**src/rtl/ad7276_pkg.sv**
```systemverilog
// ad7276_pkg: shared state encoding, frame constants and frame packing for the AD7276 responder
package ad7276_pkg;
  typedef enum logic [1:0] {IDLE, SHIFT, TAIL} state_t;
  localparam int AD7276_FRAME_BITS = 16;
  localparam int AD7276_DATA_BITS  = 12;
  localparam int AD7276_LEAD_ZEROS = 2;
  function automatic logic [AD7276_FRAME_BITS-1:0] frame_word(input logic [AD7276_DATA_BITS-1:0] d);
    return {{AD7276_LEAD_ZEROS{1'b0}}, d, {AD7276_LEAD_ZEROS{1'b0}}};
  endfunction
endpackage

```
**src/rtl/ad7276_edge_sync.sv**
```systemverilog
// ad7276_edge_sync: multi-flop synchronizer with registered rise/fall detection
module ad7276_edge_sync #(
  parameter int   SYNC_STAGES = 2,
  parameter logic RST_VAL     = 1'b1
) (
  input  logic fpga_clk_i,
  input  logic reset_i,
  input  logic pin_i,
  output logic rise_o,
  output logic fall_o
);
  logic [SYNC_STAGES-1:0] sync;
  logic                   prev;
  always_ff @(posedge fpga_clk_i) begin
    if (reset_i) begin
      sync   <= {SYNC_STAGES{RST_VAL}};
      prev   <= RST_VAL;
      rise_o <= 1'b0;
      fall_o <= 1'b0;
    end else begin
      sync   <= {sync[SYNC_STAGES-2:0], pin_i};
      prev   <= sync[SYNC_STAGES-1];
      rise_o <= ~prev & sync[SYNC_STAGES-1];
      fall_o <= prev & ~sync[SYNC_STAGES-1];
    end
  end
endmodule

```
**src/rtl/ad7276_emu.sv**
```systemverilog
// ad7276_emu: dual-channel AD7276 serial read responder; AD7276_EMU_CNT_EN adds frame/error counters
module ad7276_emu
  import ad7276_pkg::*;
#(
  parameter int SYNC_STAGES = 2,
  parameter int FRAME_BITS  = AD7276_FRAME_BITS
) (
  input  logic                        fpga_clk_i,
  input  logic                        reset_i,
  input  logic [AD7276_DATA_BITS-1:0] sample_0_i,
  input  logic [AD7276_DATA_BITS-1:0] sample_1_i,
  input  logic                        sample_valid_i,
  output logic                        sample_ready_o,
  input  logic                        cs_i,
  input  logic                        sclk_i,
  output logic                        sdata_0_o,
  output logic                        sdata_1_o,
  output logic                        sdata_oe_o,
  output logic                        frame_done_o,
  output logic                        frame_err_o,
`ifdef AD7276_EMU_CNT_EN
  output logic [15:0]                 frame_cnt_o,
  output logic [15:0]                 err_cnt_o,
`endif
  output logic                        underrun_o
);
  localparam int DW = AD7276_DATA_BITS;
  localparam int FW = FRAME_BITS;
  state_t          state, state_n;
  logic [DW-1:0]   pend0, pend1, last0, last1, pend0_n, pend1_n, last0_n, last1_n;
  logic [FW-1:0]   sh0, sh1, sh0_n, sh1_n;
  logic [3:0]      bit_cnt, bit_cnt_n;
  logic            full, full_n, done_n, err_n, und_n;
  logic            cs_rise, cs_fall, sclk_fall, sclk_rise_unused, hs;
  ad7276_edge_sync #(.SYNC_STAGES(SYNC_STAGES)) u_cs (
    .fpga_clk_i(fpga_clk_i), .reset_i(reset_i), .pin_i(cs_i),
    .rise_o(cs_rise), .fall_o(cs_fall)
  );
  ad7276_edge_sync #(.SYNC_STAGES(SYNC_STAGES)) u_sclk (
    .fpga_clk_i(fpga_clk_i), .reset_i(reset_i), .pin_i(sclk_i),
    .rise_o(sclk_rise_unused), .fall_o(sclk_fall)
  );
  assign sample_ready_o = ~full;
  assign hs             = sample_valid_i & ~full;
  assign sdata_0_o      = (state == SHIFT) & sh0[FW-1];
  assign sdata_1_o      = (state == SHIFT) & sh1[FW-1];
  assign sdata_oe_o     = state != IDLE;
  always_comb begin
    state_n   = state;
    pend0_n   = hs ? sample_0_i : pend0;
    pend1_n   = hs ? sample_1_i : pend1;
    full_n    = hs | full;
    last0_n   = last0;
    last1_n   = last1;
    sh0_n     = sh0;
    sh1_n     = sh1;
    bit_cnt_n = bit_cnt;
    done_n    = 1'b0;
    err_n     = 1'b0;
    und_n     = 1'b0;
    if (state == IDLE && cs_fall) begin
      // a handshake in this same cycle only fills pending for the next frame
      state_n   = SHIFT;
      bit_cnt_n = '0;
      sh0_n     = frame_word(full ? pend0 : last0);
      sh1_n     = frame_word(full ? pend1 : last1);
      last0_n   = full ? pend0 : last0;
      last1_n   = full ? pend1 : last1;
      full_n    = hs;
      und_n     = ~full;
    end else if (state == SHIFT && cs_rise) begin
      state_n = IDLE;
      err_n   = 1'b1;
    end else if (state == SHIFT && sclk_fall) begin
      sh0_n     = {sh0[FW-2:0], 1'b0};
      sh1_n     = {sh1[FW-2:0], 1'b0};
      bit_cnt_n = bit_cnt + 4'd1;
      state_n   = (bit_cnt == 4'(FW-1)) ? TAIL : SHIFT;
    end else if (state == TAIL && cs_rise) begin
      state_n = IDLE;
      done_n  = 1'b1;
    end
  end
  always_ff @(posedge fpga_clk_i) begin
    if (reset_i) begin
      state        <= IDLE;
      pend0        <= '0;
      pend1        <= '0;
      full         <= 1'b0;
      last0        <= '0;
      last1        <= '0;
      sh0          <= '0;
      sh1          <= '0;
      bit_cnt      <= '0;
      frame_done_o <= 1'b0;
      frame_err_o  <= 1'b0;
      underrun_o   <= 1'b0;
    end else begin
      state        <= state_n;
      pend0        <= pend0_n;
      pend1        <= pend1_n;
      full         <= full_n;
      last0        <= last0_n;
      last1        <= last1_n;
      sh0          <= sh0_n;
      sh1          <= sh1_n;
      bit_cnt      <= bit_cnt_n;
      frame_done_o <= done_n;
      frame_err_o  <= err_n;
      underrun_o   <= und_n;
    end
  end
`ifdef AD7276_EMU_CNT_EN
  always_ff @(posedge fpga_clk_i) begin
    if (reset_i) begin
      frame_cnt_o <= '0;
      err_cnt_o   <= '0;
    end else begin
      frame_cnt_o <= frame_cnt_o + 16'(frame_done_o);
      err_cnt_o   <= err_cnt_o + 16'(frame_err_o);
    end
  end
`endif
endmodule

```
**config.mk**
```make
export PLATFORM = sky130hd
export DESIGN_NAME = ad7276_emu
export DESIGN_NICKNAME = d
export VERILOG_FILES = /design/src/rtl/ad7276_pkg.sv /design/src/rtl/ad7276_edge_sync.sv /design/src/rtl/ad7276_emu.sv
export SDC_FILE = /design/constraint.sdc
export NUM_CORES = 1
export LEC_CHECK = 0
export ABC_AREA = 0
export CAP_MARGIN = 10
export CORE_MARGIN = 1.5
export CORE_UTILIZATION = 40
export DETAILED_ROUTE_END_ITERATION = 7
export PLACE_DENSITY = 0.56
export SKIP_LAST_GASP = 1
export SYNTH_ARGS = -nofsm -noshare
export SYNTH_HDL_FRONTEND = slang
export SYNTH_SLANG_ARGS = --single-unit
export TNS_END_PERCENT = 10
```
**constraint.sdc**
```tcl
create_clock -name fpga_clk_i -period 1.6 [get_ports fpga_clk_i]
set_input_delay 0.16 -clock fpga_clk_i [delete_from_list [all_inputs] [get_ports fpga_clk_i]]
set_output_delay 0.16 -clock fpga_clk_i [all_outputs]
set_load 0.005 [all_outputs]
```
After elaboration in Yosys (flattened, before gate mapping). Index checks and enable logic that the tools add are counted.

$add $sub $neg: 1. Equal/unequal tests: 4. Mux-type cells: 16. Bitwise operators: 13. Reduce and logical (&&, ||, !) cells: 15.

Operator list (number): 14-bit two-way mux (6); 12-bit two-way mux (2); 1-bit bitwise AND (6); 2-bit two-way mux (3); 1-bit NOT (6); 2-bit nonzero test (3); 1-bit two-way mux (5); 4-bit by 1-bit adder with 4-bit output (second input constant) (1); 4-bit == test (second input constant) (1); 1-bit logical AND (4); 2-bit AND reduction (2); 4-bit nonzero test (1); 2-bit OR reduction (2); 4-bit OR reduction (1); 3-bit OR reduction (1); 2-bit by 1-bit == test with 1-bit output (second input constant) (1); 2-bit == test (second input constant) (1); 2-bit zero test (1); 2-bit inequality test (second input constant) (1); 1-bit OR (1).

Bits in registers: 95. Input port bits: 29. Output and inout bits: 7. Word-level logic and storage cells: 71.

Longest topological paths before layout. Gate-level depths: netlist of the first run.

Depth in word-level cells: 6. Mapped depth: 5. Mapped depth without buffers: 4.

Hierarchy. A second synthesis of the first run with hierarchy kept.

Cell total of the unflattened synthesis: 428. Area, all modules: 3714.8 µm².

By module, submodules not included: ad7276_emu (instances 1, cells an instance 408, area each 3447.1 µm², sequential area each 1721.7 µm²); ad7276_edge_sync (instances 2, cells an instance 10, area each 133.9 µm², sequential area each 100.1 µm²).

Worst setup path after synthesis of the first run. OpenSTA, ideal clock, no wires.

Kind: register to register. Start point: register state[1]. End point: register bit_cnt[0]. Setup time: 0.115 ns. Data arrival time: 1.103 ns. Required time: 1.485 ns. Slack: 0.382 ns. Stages on the path, launching flop included: 6. Buffers on the path: 2. Clock period less this slack: 1.218 ns. Cells stage by stage: dfxtp_1 -> or3b_1 -> buf_2 -> nand2b_1 -> buf_2 -> nor2_1.

Word-level cells in the longest chain between the ends: 4. Elaborated cells between the ends (all ways): 8. Classes of those cells: 1 x eq/ne; 1 x bitwise; 6 x reduce/logical.

Ends and longest elaborated chain: start: declaration (line ad7276_emu.sv:29) `state_t state, state_n;`; start signal: assignment (line ad7276_emu.sv:99) `state <= state_n;`; 2-bit by 1-bit == test with 1-bit output (line ad7276_emu.sv:71, ad7276_emu.sv:74); 1-bit logical AND (line ad7276_emu.sv:71) `end else if (state == SHIFT && cs_rise) begin`; 1-bit NOT (no line); 2-bit AND reduction (no line); end signal: assignment (line ad7276_emu.sv:107) `bit_cnt <= bit_cnt_n;`; end: declaration (line ad7276_emu.sv:32) `logic [3:0] bit_cnt, bit_cnt_n;`.

Parallel ways exist; a longest one is shown, timed or not. A chain may end at the register's enable or synchronous reset.

Worst setup path in the final report of the first run.
Start point: register state[1]. End point: output sdata_1_o.

Word-level cells in the longest chain between the ends: 2.

Ends and longest elaborated chain: 2-bit by 1-bit == test with 1-bit output (line ad7276_emu.sv:46) `assign sdata_1_o = (state == SHIFT) & sh1[FW-1];`; 1-bit bitwise AND (line ad7276_emu.sv:46); end: declaration (line ad7276_emu.sv:17) `output logic sdata_1_o,`.

Every way passes these cells.

==> flow_metrics.tcl, run 1 <==
set metrics [dict create \
    drcViolationCount 0 \
    die_x_um 99.11 \
    crit_chain "inv_4 > and3_1 > clkdlybuf4s50_1" \
    setup_tns_ns -0.008277 \
    portBuffers 35 \
    synth_async_sr_flop_share 0 \
    pwr-share-comb 0.095 \
    synth.top_cells.by_area "dfxtp_1 (51%), nand2_1 (11%), mux2i_1 (6.5%)" \
    hpwlAfterDp_mm 4.551 \
    rows 34 \
    cts_sinks 95 \
    total_power_mw 4.306 \
    pwr-share-clk 0.326 \
    final_common_cell "nand2_1" \
    fin_hold_ws_ns 0.2532 \
    min_from "reset_i" \
    grt_setup_unrepaired "true" \
    grt_pass1_vias 2737 \
    cts_buffers 9 \
    hold_path.class "in -> reg" \
    fin_nets 489 \
    grt_pass1_wl_mm 12.31 \
    fin_crit_sh 1.005 \
    fin_util 0.4948 \
    grt_max_degree 47 \
    switching_power_mw 1.069 \
    arrival_ns 1.45 \
    antenna_left 0 \
    violations "setup timing" \
    synth_top_cell_area_share 0.5147 \
    syn2layout_area_growth_pct 18.49 \
    relSlewSlack 0.6921 \
    tritoncts "yes" \
    htree_levels 3 \
    setup_ws_ns -0.008277 \
    slowest_delay_ns 0.49 \
    globalplace.congestion 0.7144 \
    io_pins 36 \
    r2r-start "state[0]" \
    startpoint_type "register" \
    grt_util_all_layers 0.1548 \
    power.density_mw_per_mm2 983.5 \
    cpMaxStageDelayCell "clkdlybuf4s50_1" \
    routed_wl_mm 7.030 \
    die_area_sq_mm 0.009823 \
    core_sq_mm 0.008848 \
    synth_largest_area_cell "dfxtp_1" \
    worst_slew_pin_slew_ns 0.4618 \
    critPathMaxFanout 8 \
    drive_gt1_frac 0.1056 \
    synth_warnings 0 \
    fin_cells 572 \
    syn-instance-count 429 \
    grt_remaining_overflow 0 \
    path_class "reg -> out" \
    place_inst 554 \
    place_ws_ns 0.1810 \
    num_vias 2822 \
    viasPerCell 4.934 \
    dpl_cell_area_sq_mm 0.004175 \
    period_needed_ns 1.608 \
    antenna_found_initial 0 \
    clock_latency_ns 0.35 \
    ys.flop_type "dfxtp_1" \
    diodes 0 \
    syn_area_per_cell_sq_um 8.613 \
    yosysSeqAreaShare 0.5147 \
    hold_viol 0 \
    peakVddDrop_mv 0.4252 \
    ys_seq_elements 95 \
    path_clk_slew_ns 0.09 \
    power_leakage_nw 1.718 \
    fillers 857 \
    routedWlPerCell_um 12.29 \
    synth_nets 459 \
    first_iter_violations 76 \
    intPower_mw 3.237 \
    postCtsHoldBufs 0 \
    cts_root_buf "clkbuf_8" \
    status "finished with violations" \
    die_h_um 99.11 \
    mostFrequentLayoutCells "nand2_1 (105), dfxtp_1 (93), nor2_1 (50)" \
    slew_viol_final 0 \
    max-clock-path-buffers 2 \
    cp-startpoint "state[1]" \
    cp-end-kind "primary output" \
    worstPathRequired_ns 1.44 \
    maxCapViolCount 0 \
    setup_violations 1 \
    start_util 0.4176 \
    syn_area_sq_mm 0.003695 \
    p_seq_frac 0.579 \
    fin_area_sq_mm 0.004378 \
    skew_ns 0.009026 \
    fmax_mhz 621.8 \
    p_sw_frac 0.2482 \
    ys_types 34 \
    dr.pass1.iters 4 \
    synth_edf_count 0 \
]
## metal layers
layer / share of wire / up-vias / GRT usage
li1: - / 1494 / -
met4: 0.0031 / 0 / 0.03575
met5: 0 / - / 0
met3: 0.038 / 4 / 0.04076
met2: 0.46 / 38 / 0.2684
met1: 0.50 / 1286 / 0.1940
## critical path, delay by kind of cell, from the launching register on
kind,cells,cell delay (ns)
DFF,1,0.39
buffers and inverters,2,0.56
and+or+nand+nor,1,0.15
## synthesized netlist by cell type, types with 3 or more instances
library cell,instances
nand3_1,3
a31oi_1,22
o21ai_0,3
mux2i_1,24
a21oi_1,36
buf_4,3
clkbuf_1,5
dfxtp_1,95
buf_2,17
a21o_1,22
or2_2,7
buf_6,5
nand2_1,105
nor2_1,50
inv_1,6
## power groups by stage
stage	Combinational, mW	Clock (mW)	Sequential (mW)
2_1_floorplan	0.268	0	2.54
3_3_place_gp	0.408	0	2.55
3_5_place_dp	0.413	0	2.55
4_1_cts	0.417	1.46	2.49
5_1_grt	0.461	1.58	2.51
6_report	0.410	1.40	2.49
## registers in the layout, indices dropped and copies added, names as in the netlist, 2 cells and up
| register | flops |
|---|---|
| state | 2 |
| sh0 | 14 |
| u_cs.sync | 2 |
| pend1 | 12 |
| pend0 | 12 |
| last1 | 12 |
| last0 | 12 |
| bit_cnt | 4 |
| sh1 | 14 |
| u_sclk.sync | 2 |
## cells by family after synthesis
| logic type | count (synthesis) | synth area share |
|---|---|---|
| compound gates | 84 | 0.1371 |
| xor+xnor | 1 | 0.002371 |
| fa+ha+maj | 1 | 0.003386 |
| buf+inv | 39 | 0.05892 |
| flops | 95 | 0.5147 |
| mux | 26 | 0.07111 |
| simple gates | 183 | 0.2123 |
## repair_timing
| action | CTS | global route |
|---|---|---|
| resized for setup | 5 | 4 |
| setup buffers | 1 | 1 |
| setup endpoints to repair | 4 | 3 |
## worst paths after layout
kind / endpoint / cells past startpoint / slack, ns
worst max-delay path: sdata_1_o / 3 / -0.008
worst min-delay path: pend0[9] / 2 / 0.25
worst max register to register: full / 5 / 0.14
worst min register to register: u_sclk.fall_o / 2 / 0.42
## layout make-up
class	count	area [sq um]	area share
clock inverters	6	45.04	0.01029
inverters	6	25.02	0.005716
flip-flops and latches	95	1909	0.4361
multi-input cells	295	1583	0.3615
well taps	108	135.1	0.03087
clock buffers	10	127.6	0.02915
repair buffers	52	553.0	0.1263
No activity file was read; power rests on OpenSTA's default activity.
==> inputs of run 2 (changes only) <==
--- a/config.mk
+++ b/config.mk
@@ -6,7 +6,8 @@
 export NUM_CORES = 1
 export LEC_CHECK = 0
 export ABC_AREA = 0
-export CAP_MARGIN = 10
+export ABC_CLOCK_PERIOD_IN_PS = 1600
+export CAP_MARGIN = 25
 export CORE_MARGIN = 1.5
 export CORE_UTILIZATION = 40
 export DETAILED_ROUTE_END_ITERATION = 7
@@ -15,4 +16,4 @@
 export SYNTH_ARGS = -nofsm -noshare
 export SYNTH_HDL_FRONTEND = slang
 export SYNTH_SLANG_ARGS = --single-unit
-export TNS_END_PERCENT = 10
+export TNS_END_PERCENT = 30
==> results of run 2 <==
Same layout as run 1: the final DEF is identical, and so are final timing and power.
==> inputs of run 3 (changes only) <==
--- a/config.mk
+++ b/config.mk
@@ -7,11 +7,13 @@
 export LEC_CHECK = 0
 export ABC_AREA = 0
 export ABC_CLOCK_PERIOD_IN_PS = 1600
-export CAP_MARGIN = 25
+export CAP_MARGIN = 5
 export CORE_MARGIN = 1.5
 export CORE_UTILIZATION = 40
 export DETAILED_ROUTE_END_ITERATION = 7
+export HOLD_SLACK_MARGIN = 0.12
 export PLACE_DENSITY = 0.56
+export SETUP_SLACK_MARGIN = 0.5
 export SKIP_LAST_GASP = 1
 export SYNTH_ARGS = -nofsm -noshare
 export SYNTH_HDL_FRONTEND = slang
==> flow_metrics.tcl, run 3 (synthesis results as in run 1) <==
set metrics [dict create \
    grt_pass1_wl_mm 13.82 \
    dr.pass1.iters 5 \
    worst_slew_pin_slew_ns 0.5201 \
    antenna_found_initial 0 \
    grt_util_all_layers 0.1797 \
    r2r-end "sh1[13]" \
    viasPerCell 5.285 \
    grt_setup_unrepaired "true" \
    routedWlPerCell_um 16.69 \
    postCtsHoldBufs 0 \
    maxCapViolCount 0 \
    final_common_cell "nand2_1" \
    peakVddDrop_mv 0.4114 \
    hold_viol 0 \
    cp-end-kind "register" \
    num_vias 3171 \
    fin_hold_ws_ns 0.2676 \
    setup_violations 0 \
    start_util 0.4176 \
    reg2reg_depth 5 \
    reg.largest.list "sh0 x14, sh1 x14" \
    slowest_delay_ns 0.37 \
    routed_wl_mm 10.02 \
    die_x_um 99.11 \
    path_class "reg -> reg" \
    fin_area_sq_mm 0.005213 \
    switching_power_mw 1.155 \
    fin_nets 519 \
    hold_depth 2 \
    p_sw_frac 0.2459 \
    die_h_um 99.11 \
    diodes 0 \
    crit_chain "buf_6 > and4bb_4 > bufbuf_16 > nand2_1 > a31oi_1" \
    skew_ns 0.008716 \
    syn2layout_area_growth_pct 41.08 \
    grt_remaining_overflow 0 \
    io_pins 36 \
    die_area_sq_mm 0.009823 \
    core_sq_mm 0.008848 \
    startpoint_type "register" \
    min_to "full" \
    hold_path.class "in -> reg" \
    arrival_ns 1.73 \
    power.density_mw_per_mm2 901.2 \
    fin_crit_sh 0.9029 \
    status "completed" \
    clock_latency_ns 0.36 \
    fillers 772 \
    path_clk_slew_ns 0.09 \
    max-clock-path-buffers 2 \
    power_leakage_nw 2.088 \
    hpwlAfterDp_mm 4.487 \
    grt_pass1_vias 2757 \
    critPathMaxFanout 7 \
    antenna_left 0 \
    cts_root_buf "clkbuf_8" \
    cpMaxStageDelayCell "dfxtp_4" \
    drive_gt1_frac 0.2317 \
    period_needed_ns 1.445 \
    dpl_cell_area_sq_mm 0.004154 \
    setup_tns_ns 0 \
    fmax_mhz 692.2 \
    mostFrequentLayoutCells "nand2_1 (93), dfxtp_1 (92), nor2_1 (50)" \
    drcViolationCount 0 \
    tritoncts "yes" \
    slew_viol_final 0 \
    reg2reg_slack_ns 0.16 \
    cts_buffers 9 \
    cts_sinks 95 \
    globalplace.congestion 0.7772 \
    portBuffers 35 \
    relSlewSlack 0.6533 \
    intPower_mw 3.543 \
    grt_max_degree 29 \
    worstPathRequired_ns 1.88 \
    p_seq_frac 0.531 \
    rows 34 \
    min_from "reset_i" \
    r2r-start "state[1]" \
    htree_levels 3 \
    first_iter_violations 194 \
    pwr-share-comb 0.137 \
    pwr-share-clk 0.332 \
]
[run 3: cell count changes in the layout (fill, tap and decap cells not counted), sizes merged, moves of 3 or more]
cell and change:
clkbuf +8, bufbuf +3, clkinv -4, buf +22
[run 3: layout make-up]
| cell class | count | area, sq um | share of cell area |
|---|---|---|---|
| sequential | 95 | 1911 | 0.3665 |
| multi-input combinational | 295 | 1792 | 0.3437 |
| timing repair buffer | 82 | 1166 | 0.2237 |
| clock buffer | 11 | 141.4 | 0.02712 |
| tap | 108 | 135.1 | 0.02592 |
| clock inverter | 3 | 45.04 | 0.008641 |
| inverter | 6 | 22.52 | 0.004321 |
[run 3: power groups by stage]
stage / Sequential (mW) / Clock, mW / Combinational [mW]
after detailed placement: 2.55 / 0 / 0.413
after global routing: 2.51 / 1.69 / 0.688
after CTS: 2.49 / 1.59 / 0.476
final: 2.49 / 1.56 / 0.642
after floorplan: 2.54 / 0 / 0.273
after global placement: 2.55 / 0 / 0.403
[run 3: per-layer routing]
metal	vias up	global-route usage	routed length (um)
li1	1556	-	-
met1	1501	0.2371	4555
met2	91	0.2886	4680
met3	23	0.02952	507
met4	0	0.08667	272
met5	-	0	0
[run 3: through the flow]
step,power (mW),setup slack [ns],cells,util
global placement,2.953,0.2271,550,0.4695
CTS,4.563,0.1873,582,0.5361
floorplan,2.810,0.4345,429,-
finish,4.698,0.1554,600,0.5891
global route,4.885,0.1170,600,0.5891
detailed placement,2.965,0.1965,550,0.4695
[run 3: repair_timing]
action                                  CTS  global route
cloned                                    7             8
pin swaps                                 4            36
resized for setup                        42            49
buffers inserted                         11            10
endpoints found under the setup margin   90            91
[run 3: worst max path at each step]
stage               startpoint         end  slack (ns)  cells after the start
floorplan             state[1]  bit_cnt[2]        0.43                      5
global placement      state[0]   sdata_0_o        0.23                      2
detailed placement    state[0]      sh1[7]        0.20                      4
CTS                   state[0]      sh0[8]        0.19                      4
global route          state[1]     sh1[13]        0.12                      5
finish                state[1]     sh1[13]        0.16                      5
[run 3: critical path: cells and delay by family (launching register included)]
family          cells  cell delay [ns]
flops               1             0.37
compound gates      1             0.17
buf+inv             2             0.41
simple gates        2             0.43
